$ cat src/rtl/spi_pkg.sv
// Shared SPI slave definitions: FSM state encoding and frame defaults.
// Also used by the master-side testbench model.
package spi_pkg;

  localparam int unsigned SPI_DATA_WIDTH = 8;
  localparam logic [7:0]  SPI_IDLE_FILL  = 8'h00;

  typedef enum logic [1:0] {
    ST_IDLE  = 2'd0,
    ST_LOAD  = 2'd1,
    ST_SHIFT = 2'd2
  } state_e;

endpackage

$ cat src/rtl/spi_sync.sv
// Two-flop synchroniser for one asynchronous input.
// Ports: clk, reset (sync, active-high), d (async in), q (synchronised out).
// RST_VAL is the idle level of the input so reset produces no false edge.
module spi_sync #(
  parameter logic RST_VAL = 1'b0
) (
  input  logic clk,
  input  logic reset,
  input  logic d,
  output logic q
);

  logic meta_q, meta_d;
  logic sync_q, sync_d;

  always_comb begin
    meta_d = d;
    sync_d = meta_q;
  end

  always_ff @(posedge clk) begin
    if (reset) begin
      meta_q <= RST_VAL;
      sync_q <= RST_VAL;
    end else begin
      meta_q <= meta_d;
      sync_q <= sync_d;
    end
  end

  assign q = sync_q;

endmodule

$ cat src/rtl/spi_slave.sv
// SPI mode-0 slave, oversampled by clk (SCLK <= clk/8).
// Ports: clk/reset (sync, active-high); spi_sclk/spi_ss_n/spi_mosi async
// SPI inputs; spi_miso/spi_miso_oe serial output and enable; tx_data/
// tx_valid/tx_ready one-entry tx queue; rx_data/rx_valid received frames;
// busy = slave selected; tx_underrun = frame started with nothing queued.
module spi_slave
  import spi_pkg::*;
#(
  parameter int unsigned            DATA_WIDTH = SPI_DATA_WIDTH,
  parameter logic [DATA_WIDTH-1:0]  IDLE_FILL  = DATA_WIDTH'(SPI_IDLE_FILL)
) (
  input  logic                  clk,
  input  logic                  reset,
  input  logic                  spi_sclk,
  input  logic                  spi_ss_n,
  input  logic                  spi_mosi,
  output logic                  spi_miso,
  output logic                  spi_miso_oe,
  input  logic [DATA_WIDTH-1:0] tx_data,
  input  logic                  tx_valid,
  output logic                  tx_ready,
  output logic [DATA_WIDTH-1:0] rx_data,
  output logic                  rx_valid,
  output logic                  busy,
  output logic                  tx_underrun
);

  localparam int unsigned     CNT_W    = (DATA_WIDTH > 1) ? $clog2(DATA_WIDTH) : 1;
  localparam logic [CNT_W-1:0] LAST_BIT = CNT_W'(DATA_WIDTH - 1);

  logic sclk_s, ss_n_s, mosi_s;

  spi_sync #(.RST_VAL(1'b0)) u_sync_sclk (.clk(clk), .reset(reset), .d(spi_sclk), .q(sclk_s));
  spi_sync #(.RST_VAL(1'b1)) u_sync_ss_n (.clk(clk), .reset(reset), .d(spi_ss_n), .q(ss_n_s));
  spi_sync #(.RST_VAL(1'b0)) u_sync_mosi (.clk(clk), .reset(reset), .d(spi_mosi), .q(mosi_s));

  state_e                state_q, state_d;
  logic                  sclk_prev_q, sclk_prev_d;
  logic                  ss_n_prev_q, ss_n_prev_d;
  logic [CNT_W-1:0]      cnt_q, cnt_d;
  logic [DATA_WIDTH-2:0] rx_shift_q, rx_shift_d;
  logic [DATA_WIDTH-1:0] shift_out_q, shift_out_d;
  logic [DATA_WIDTH-1:0] hold_q, hold_d;
  logic                  hold_valid_q, hold_valid_d;
  logic                  frame_done_q, frame_done_d;
  logic                  underrun_pend_q, underrun_pend_d;
  logic [DATA_WIDTH-1:0] rx_data_q, rx_data_d;
  logic                  rx_valid_q, rx_valid_d;
  logic                  tx_underrun_q, tx_underrun_d;
  logic                  busy_q, busy_d;
  logic                  miso_oe_q, miso_oe_d;
  logic                  tx_ready_q, tx_ready_d;

  logic                  sclk_rise_c, sclk_fall_c, ss_fall_c, tx_accept_c, load_c;
  logic [DATA_WIDTH-1:0] rx_word_c;

  assign sclk_rise_c = sclk_s & ~sclk_prev_q;
  assign sclk_fall_c = ~sclk_s & sclk_prev_q;
  assign ss_fall_c   = ~ss_n_s & ss_n_prev_q;
  assign tx_accept_c = tx_valid & tx_ready_q;

  // Next-state: frame sequencing, shift paths and tx holding register.
  always_comb begin
    state_d         = state_q;
    sclk_prev_d     = sclk_s;
    ss_n_prev_d     = ss_n_s;
    cnt_d           = cnt_q;
    rx_shift_d      = rx_shift_q;
    shift_out_d     = shift_out_q;
    hold_d          = hold_q;
    hold_valid_d    = hold_valid_q;
    frame_done_d    = frame_done_q;
    underrun_pend_d = underrun_pend_q;
    rx_data_d       = rx_data_q;
    rx_valid_d      = 1'b0;
    tx_underrun_d   = 1'b0;
    busy_d          = ~ss_n_s;
    load_c          = 1'b0;
    rx_word_c       = {rx_shift_q, mosi_s};

    if (ss_n_s) begin
      // Deselected: abandon any partial frame, keep the holding register.
      state_d         = ST_IDLE;
      cnt_d           = '0;
      rx_shift_d      = '0;
      shift_out_d     = '0;
      frame_done_d    = 1'b0;
      underrun_pend_d = 1'b0;
    end else begin
      case (state_q)
        ST_IDLE: begin
          if (ss_fall_c) state_d = ST_LOAD;
        end
        ST_LOAD: begin
          state_d       = ST_SHIFT;
          load_c        = 1'b1;
          tx_underrun_d = ~hold_valid_q & ~tx_accept_c;
        end
        ST_SHIFT: begin
          if (sclk_rise_c) begin
            rx_shift_d = rx_word_c[DATA_WIDTH-2:0];
            // Underrun of a back-to-back reload is reported only once the
            // master actually clocks the next frame.
            if (underrun_pend_q) begin
              tx_underrun_d   = 1'b1;
              underrun_pend_d = 1'b0;
            end
            if (cnt_q == LAST_BIT) begin
              cnt_d        = '0;
              rx_data_d    = rx_word_c;
              rx_valid_d   = 1'b1;
              frame_done_d = 1'b1;
            end else begin
              cnt_d = cnt_q + CNT_W'(1);
            end
          end else if (sclk_fall_c) begin
            if (frame_done_q) begin
              load_c          = 1'b1;
              frame_done_d    = 1'b0;
              underrun_pend_d = ~hold_valid_q & ~tx_accept_c;
            end else begin
              shift_out_d = {shift_out_q[DATA_WIDTH-2:0], 1'b0};
            end
          end
        end
        default: state_d = ST_IDLE;
      endcase
    end

    // A handshake coinciding with a load goes straight to the shifter.
    if (load_c) begin
      if (hold_valid_q) begin
        shift_out_d  = hold_q;
        hold_valid_d = 1'b0;
      end else if (tx_accept_c) begin
        shift_out_d = tx_data;
      end else begin
        shift_out_d = IDLE_FILL;
      end
    end else if (tx_accept_c) begin
      hold_d       = tx_data;
      hold_valid_d = 1'b1;
    end

    tx_ready_d = ~hold_valid_d;
    miso_oe_d  = (state_d != ST_IDLE);
  end

  // State register.
  always_ff @(posedge clk) begin
    if (reset) begin
      state_q         <= ST_IDLE;
      sclk_prev_q     <= 1'b0;
      ss_n_prev_q     <= 1'b1;
      cnt_q           <= '0;
      rx_shift_q      <= '0;
      shift_out_q     <= '0;
      hold_q          <= '0;
      hold_valid_q    <= 1'b0;
      frame_done_q    <= 1'b0;
      underrun_pend_q <= 1'b0;
      rx_data_q       <= '0;
      rx_valid_q      <= 1'b0;
      tx_underrun_q   <= 1'b0;
      busy_q          <= 1'b0;
      miso_oe_q       <= 1'b0;
      tx_ready_q      <= 1'b1;
    end else begin
      state_q         <= state_d;
      sclk_prev_q     <= sclk_prev_d;
      ss_n_prev_q     <= ss_n_prev_d;
      cnt_q           <= cnt_d;
      rx_shift_q      <= rx_shift_d;
      shift_out_q     <= shift_out_d;
      hold_q          <= hold_d;
      hold_valid_q    <= hold_valid_d;
      frame_done_q    <= frame_done_d;
      underrun_pend_q <= underrun_pend_d;
      rx_data_q       <= rx_data_d;
      rx_valid_q      <= rx_valid_d;
      tx_underrun_q   <= tx_underrun_d;
      busy_q          <= busy_d;
      miso_oe_q       <= miso_oe_d;
      tx_ready_q      <= tx_ready_d;
    end
  end

  assign spi_miso    = shift_out_q[DATA_WIDTH-1];
  assign spi_miso_oe = miso_oe_q;
  assign tx_ready    = tx_ready_q;
  assign rx_data     = rx_data_q;
  assign rx_valid    = rx_valid_q;
  assign busy        = busy_q;
  assign tx_underrun = tx_underrun_q;

endmodule
$ cat config.mk
export PLATFORM = sky130hd
export DESIGN_NAME = spi_slave
export DESIGN_NICKNAME = d
export VERILOG_FILES = /design/src/rtl/spi_pkg.sv /design/src/rtl/spi_sync.sv /design/src/rtl/spi_slave.sv
export SDC_FILE = /design/constraint.sdc
export NUM_CORES = 1
export LEC_CHECK = 0
export BUFFER_PORTS_ARGS = -buffer_cell sky130_fd_sc_hd__buf_2
export CORE_ASPECT_RATIO = 1.5
export CORE_MARGIN = 2
export CORE_UTILIZATION = 45
export DETAILED_ROUTE_END_ITERATION = 10
export PLACE_DENSITY = 0.74
export SKIP_LAST_GASP = 1
export SYNTH_ARGS = -nofsm -noshare
export SYNTH_HDL_FRONTEND = slang
export SYNTH_HIERARCHICAL = 1
export SYNTH_SLANG_ARGS = --single-unit
$ cat constraint.sdc
create_clock -name clk -period 1.8 [get_ports clk]
set_input_delay 0.18 -clock clk [delete_from_list [all_inputs] [get_ports clk]]
set_output_delay 0.18 -clock clk [all_outputs]
set_load 0.01 [all_outputs]
==> results by group, run 1 <==
Outcome
  • Status: complete, no violations

CTS
  • CTS Root Cell: clkbuf_8
  • Clk_lat worst skew: 300 ps
  • CTS tree: yes
  • Clock tree buffer depth: 2
  • H-tree depth: 2
  • TritonCTS Sinks: 52
  • Clock Pin Slew Worst Setup and Hold Paths: 90 ps
  • Cts bufs inserted: 5
  • CTS Hold Bufs: 0

Critical path
  • Critical Path Fanout Max: 8
  • End of the worst register-to-register path: hold_q[2]
  • Crit Path Category: flop to flop
  • WP data arrival: 1790 ps
  • Reg-to-reg slack, setup: 210 ps
  • Critical path capture point type: flop
  • Worst r2r src: sclk_prev_q
  • Reg2Reg Depth: 7
  • Startpoint types: flop
  • Worst Path Required: 2000 ps

Final layout
  • Fill count: 462
  • Layout area overhead: 14.2%
  • Share of layout cells above drive strength 1: 0.173
  • Final nets: 299
  • Area of the multi-input gates: 0.00101 sq mm
  • Area occupied by registers: 0.00104 sq mm
  • Antenna cells: 0
  • Fin area: 0.00248 sq mm

Pwr
  • Pleak: 0.000991 uW
  • Max IR drop VDD: 0.602 mV
  • Pwr dens: 856 mW/mm^2

Drt
  • DR vias/cell: 4.98
  • Routed length per instance: 11.5 um
  • Vias: 1714
  • Initial DRC Count: 54
  • DRT Pass-1 Iters: 4
  • Post-Route WL: 3.94 mm
  • Antenna-violating nets left: 0
  • Post-route DRC: 0

STA
  • Slew HR: 0.683
  • Slew Limit Fails: 0
  • RSZ-0062 raised after global routing: false
  • Fin Clk Skew: 6.15 ps
  • Fin. Hold Viols: 0
  • Setup ws final: 208 ps
  • Fmax achieved: 628 MHz
  • Final Critical Period: 1590 ps
  • Final setup violation count: 0
  • Fraction of the cycle the final worst path needs: 0.884
  • Worst Max-Slew Pin Slew: 475 ps
  • Total negative slack: 0 ps

Floorplan
  • Die H: 89.1 um
  • Initial Util: 0.459
  • Row count: 31
  • Full die area: 0.00541 sq mm
  • Ports: 28
  • Die X: 60.7 um
  • Core area: 0.00473 sq mm

Synth
  • Yosys warning count: 6
  • Synth Area in Adders: 0.0461
  • Synth Area in XOR/XNOR: 0
  • Syn Inst Count: 249
  • #FFs+latches synth: 52
  • Yosys cell types: 34
  • Compound-Gate Fraction of Synth Area: 0.129
  • Syn Std Cell Area: 0.00217 sq mm
  • Post-synthesis sequential area ratio: 0.480
  • Post-synthesis mux area share: 0.0369
  • Largest family of logic cells by synthesized area: simple AND/OR/NAND/NOR gates
  • Avg Cell Area, Syn: 8.72 sq um
  • Simple-Gate Fraction of Synth Area: 0.256
  • Synthesized net count: 271

Placed design
  • Area after DPL: 0.00236 sq mm
  • Gpl congestion: 0.769
  • HPWL after DPL: 2.93 mm
  • Input/output buffers: 27
  • Pre-CTS setup slack: 161 ps

GRT
  • Largest net degree at the start of global routing: 35
  • Initial antenna violation count: 0
  • First-pass GRT wire length: 6.74 mm
  • Gr usage total: 0.165
  • Total global routing overflow: 0
  • Vias in the first global route: 1568

Min path
  • Hold Crit Class: input port to flop
  • Hold EP: u_sync_ss_n/meta_q
  • Hold Crit Depth: 2
  • Critical hold path startpoint: spi_ss_n

Flow run
  • Number of max-cap violations: 0
==> worst max-delay path, cell delays in order (launching register included) <==
cell and delay [ps]:
dfxtp_1 340, inv_1 50, ha_1 220, and4b_1 310
o21ai_4 70, o211a_1 240, buf_12 150, mux2i_1 110
==> Yosys cell counts <==
library cell / number / area (sq um)
nor3_1: 9 / 45.0
or3_1: 1 / 6.26
ha_1: 8 / 100
a21o_1: 2 / 15.0
nor3b_1: 1 / 7.51
and4b_1: 1 / 10.0
nand3b_1: 2 / 15.0
clkbuf_1: 8 / 30.0
nand2_1: 44 / 165
nand4bb_1: 1 / 11.3
nand3_1: 9 / 45.0
o32ai_1: 1 / 8.76
buf_6: 3 / 33.8
nor2_1: 18 / 67.6
inv_1: 5 / 18.8
and2_2: 1 / 7.51
or2_2: 2 / 12.5
a22oi_1: 2 / 15.0
nand2b_1: 18 / 113
buf_4: 2 / 15.0
a22oi_2: 1 / 12.5
mux2i_1: 8 / 80.1
a21oi_1: 21 / 105
or2_1: 2 / 12.5
dfxtp_1: 52 / 1040
clkbuf_8: 1 / 13.8
o21ai_0: 9 / 45.0
nor2b_1: 5 / 31.3
a211oi_1: 1 / 7.51
o22ai_1: 7 / 43.8
o211a_1: 1 / 10.0
o21ai_4: 1 / 16.3
and2_1: 1 / 6.26
buf_1: 1 / 3.75
==> metrics by stage <==
stage	utilization	hold slack (ps)	instances	total power [uW]
after floorplan	-	252	249	1330
after global placement	0.500	361	335	1360
after detailed placement	0.500	383	335	1370
after CTS	0.522	76.0	343	2140
after global routing	0.524	82.2	344	2210
final	0.524	76.3	344	2120
==> flip-flops by register name, indices dropped and copies added, names as in the netlist, 2 cells and up <==
signal and count:
state_q 2, cnt_q 3, rx_data 8, shift_out_q 8, hold_q 8, rx_shift_q 7
==> report_power, final <==
part	switching, uW	internal (uW)
clock	367	413
sequential	26.3	1180
combinational	69.0	67.5
total	463	1660
==> cells by family (layout without fill, tap and decap cells) <==
group           Yosys count  in the layout
mux                       8              8
simple gates            115            115
flops                    52             52
buf+inv                  20             49
compound gates           46             46
fa+ha+maj                 8              8
==> cell usage in the layout (no fill, tap or decap), types with 9 or more instances in the layout <==
master,n
dfxtp_1,52
nand2_1,44
buf_2,27
a21oi_1,21
nand2b_1,18
nor2_1,18
nand3_1,9
o21ai_0,9
nor3_1,9
==> layer usage <==
layer | vias up | share of wire | global-route usage
met2 | 28 | 0.53 | 0.299
met3 | 7 | 0.029 | 0.0405
met1 | 796 | 0.42 | 0.174
met5 | - | 0 | 0
li1 | 883 | - | -
met4 | 0 | 0.026 | 0.0731
==> layout make-up <==
| type | instances | share of cell area |
|---|---|---|
| inverters | 5 | 0.00757 |
| flip-flops and latches | 52 | 0.420 |
| multi-input cells | 177 | 0.409 |
| repair buffers | 36 | 0.0868 |
| well taps | 66 | 0.0333 |
| clock inverters | 2 | 0.0141 |
| clock buffers | 6 | 0.0293 |
==> worst max path at each step <==
stage	end	startpoint	slack, ps	cells past startpoint
floorplan	hold_q[0]	state_q[0]	110	8
global placement	shift_out_q[4]	sclk_prev_q	220	7
detailed placement	shift_out_q[2]	sclk_prev_q	160	7
CTS	shift_out_q[3]	state_q[0]	150	6
global route	hold_q[7]	state_q[0]	80	7
finish	hold_q[2]	sclk_prev_q	210	7
==> what timing repair did <==
action / CTS / global route
setup endpoints to repair: 0 / 5
buffers inserted: 0 / 1
gates resized for setup: 0 / 0
hold endpoints to repair: 0 / 0
Note: power is estimated with default switching activity, not from simulation.
==> run 2: changes to the inputs <==
CTS_BUF_LIST = sky130_fd_sc_hd__clkbuf_16   (was not set)
clock period = 1.4 ns   (was 1.8 ns; I/O delays follow)
==> run 2 against run 1 <==
Against the previous run: the flow now finishes with violations (negative setup slack); utilization rose by 7.0 points; sequential power rose by 27%; fmax rose by 5.4%; clock-buffer cell count fell by 1; total power rose by 40%; highest routed layer unchanged.
==> results by group, run 2 (synthesized netlist as in run 1, its figures left out) <==
Final layout
  • Fill count: 439 (was 462)
  • Antenna cells: 0 (unchanged)
  • Share of layout cells above drive strength 1: 0.322 (was 0.173)
  • Final nets: 316 (was 299)
  • Layout area overhead: 29.6% (was 14.2%)
  • Commonest non-fill, non-tap cell in the layout: dfxtp_1 (unchanged)
  • Area occupied by registers: 0.00105 sq mm (was 0.00104 sq mm)
  • Area of the multi-input gates: 0.00114 sq mm (was 0.00101 sq mm)
  • Commonest cells after routing, fill and taps aside: 45 x dfxtp_1, 44 x nand2_1, 27 x buf_2, 22 x buf_4, 19 x a21oi_1 (was 52 x dfxtp_1, 44 x nand2_1, 27 x buf_2, 21 x a21oi_1)
  • Fin util: 0.594 (was 0.524)

Pwr
  • Seq pwr share: 0.519 (was 0.568)
  • Clock power share: 0.405 (was 0.368)
  • Switch share: 0.228 (was 0.218)
  • Pleak: 0.00110 uW (was 0.000991 uW)
  • Max IR drop VDD: 0.806 mV (was 0.602 mV)
  • Cell internal pwr: 2290 uW (was 1660 uW)
  • Pwr dens: 1060 mW/mm^2 (was 856 mW/mm^2)
  • NetSw: 677 uW (was 463 uW)
  • Comb power frac: 0.076 (was 0.064)
  • PnR Total Power: 2970 uW (was 2120 uW)

STA
  • Slew Limit Fails: 0 (unchanged)
  • Fmax achieved: 662 MHz (was 628 MHz)
  • Slew HR: 0.706 (was 0.683)
  • Final setup violation count: 17 (was 0)
  • Final Critical Period: 1510 ps (was 1590 ps)
  • Fraction of the cycle the final worst path needs: 1.08 (was 0.884)
  • Worst Max-Slew Pin Slew: 441 ps (was 475 ps)
  • Setup ws final: -110 ps (was 208 ps)
  • RSZ-0062 raised after global routing: true (was false)
  • Fin. Hold Viols: 0 (unchanged)
  • Fin Clk Skew: 10.1 ps (was 6.15 ps)

Drt
  • DRT Pass-1 Iters: 4 (unchanged)
  • Vias: 1780 (was 1714)
  • Initial DRC Count: 51 (was 54)
  • Post-route DRC: 0 (unchanged)
  • DR vias/cell: 4.93 (was 4.98)
  • Antenna-violating nets left: 0 (unchanged)
  • Routed length per instance: 12.3 um (was 11.5 um)
  • Post-Route WL: 4.45 mm (was 3.94 mm)

CTS
  • TritonCTS Sinks: 52 (unchanged)
  • Clk_lat worst skew: 290 ps (was 300 ps)
  • Clock tree buffer depth: 2 (unchanged)
  • CTS Root Cell: clkbuf_16 (was clkbuf_8)
  • CTS tree: yes (unchanged)
  • H-tree depth: 2 (unchanged)
  • Cts bufs inserted: 5 (unchanged)
  • CTS Hold Bufs: 0 (unchanged)
  • Clock Pin Slew Worst Setup and Hold Paths: 70 ps (was 90 ps)

Critical path
  • Crit Path Category: flop to flop (unchanged)
  • Reg2Reg Depth: 7 (unchanged)
  • Start point of the critical path: sclk_prev_q (unchanged)
  • Reg-to-reg slack, setup: -110 ps (was 210 ps)
  • CP Cell Sequence: inv_2, ha_4, and4b_1, o21ai_4, o211a_1, buf_12, mux2i_1 (was inv_1, ha_1, and4b_1, o21ai_4, o211a_1, buf_12, mux2i_1)
  • Worst Path Required: 1580 ps (was 2000 ps)
  • End of the worst register-to-register path: hold_q[4] (was hold_q[2])
  • Critical Path Fanout Max: 8 (unchanged)
  • Crit path to: hold_q[4] (was hold_q[2])
  • Largest stage delay on the critical path: 340 ps (about the same)
  • Critical path capture point type: flop (unchanged)
  • WP data arrival: 1690 ps (was 1790 ps)
  • Slowest cell on the critical path: dfxtp_2 (was dfxtp_1)
  • Startpoint types: flop (unchanged)
  • Worst r2r src: sclk_prev_q (unchanged)

Outcome
  • Violated checks: negative setup slack
  • Status: finished, violations left (was complete, no violations)

GRT
  • Grt met3 use: 0.0304 (was 0.0405)
  • First-pass GRT wire length: 7.11 mm (was 6.74 mm)
  • Most crowded layer after global routing: met2 (unchanged)
  • Vias in the first global route: 1665 (was 1568)
  • Largest net degree at the start of global routing: 35 (unchanged)
  • GR Util met1: 0.190 (was 0.174)
  • Initial antenna violation count: 0 (unchanged)
  • Total global routing overflow: 0 (unchanged)
  • M2 GR Usage: 0.317 (was 0.299)
  • Gr usage total: 0.173 (was 0.165)

Floorplan
  • Full die area: 0.00541 sq mm (unchanged)
  • Die H: 89.1 um (unchanged)
  • Ports: 28 (unchanged)
  • Die X: 60.7 um (unchanged)
  • Row count: 31 (unchanged)
  • Core area: 0.00473 sq mm (unchanged)
  • Initial Util: 0.459 (unchanged)

Min path
  • Hold Crit Class: input port to flop (unchanged)

Placed design
  • Gpl congestion: 0.768 (was 0.769)
  • HPWL after DPL: 3.06 mm (was 2.93 mm)
  • Input/output buffers: 27 (unchanged)

Flow run
  • Number of max-cap violations: 0 (unchanged)
run 2: changes by cell type in the layout (fill, tap and decap cells not counted), sizes merged:
cell	delta
buf	+17
inv	+1
bufinv	-1
clkinvlp	+1
clkbuf	-1
run 2: how the worst min path moves through the flow:
stage	start	end	slack, ps	cells past startpoint
after floorplan	reset	u_sync_mosi/meta_q	210	1
after global placement	spi_ss_n	u_sync_ss_n/meta_q	320	2
after detailed placement	spi_ss_n	u_sync_ss_n/meta_q	330	2
after CTS	spi_ss_n	u_sync_ss_n/meta_q	30	2
after global routing	spi_ss_n	u_sync_ss_n/meta_q	30	2
final	spi_ss_n	u_sync_ss_n/meta_q	30	2
run 2: final cells by class:
cell class	instances	area share
Tap cell	66	0.0294
Clock buffer	5	0.0445
Clock inverter	3	0.00756
Multi-Input combinational cell	177	0.405
Inverter	5	0.00756
Timing Repair Buffer	53	0.132
Sequential cell	52	0.374
run 2: through the flow:
| step | TNS (ps) | instance area (sq um) | hold slack, ps | setup slack, ps | std cells |
|---|---|---|---|---|---|
| floorplan | -2440 | 2210 | 212 | -240 | 249 |
| global route | -3300 | 2810 | 29.2 | -164 | 361 |
| CTS | -1120 | 2740 | 28.3 | -103 | 359 |
| detailed placement | -3210 | 2530 | 327 | -203 | 350 |
| finish | -1350 | 2810 | 29.6 | -110 | 361 |
| global placement | -2080 | 2530 | 324 | -159 | 350 |
run 2: critical path: cells and delay by family (launching register included):
| family | cells | cell delay (ps) |
|---|---|---|
| buffers and inverters | 2 | 190 |
| AO/OA/AOI/OAI | 2 | 310 |
| adder cells (fa/ha/maj) | 1 | 160 |
| AND/OR/NAND/NOR | 1 | 300 |
| multiplexers | 1 | 110 |
| flip-flops | 1 | 340 |
run 2: power by group through the flow:
stage          logic, uW  clock network (uW)  registers (uW)
2_1_floorplan        141                   0            1570
3_3_place_gp         203                   0            1570
3_5_place_dp         206                   0            1570
4_1_cts              216                1230            1540
5_1_grt              246                1290            1550
6_report             225                1200            1540
run 2: timing repair:
action | 4_1_cts | 5_1_grt
setup buffers | 1 | 2
pin swaps | 8 | 3
setup endpoints to repair | 26 | 27
resized for setup | 14 | 15
run 2: layer usage:
| metal | up-vias | part of all wire |
|---|---|---|
| met5 | - | 0 |
| li1 | 925 | - |
| met2 | 23 | 0.56 |
| met4 | 0 | 0.018 |
| met3 | 7 | 0.023 |
| met1 | 825 | 0.40 |
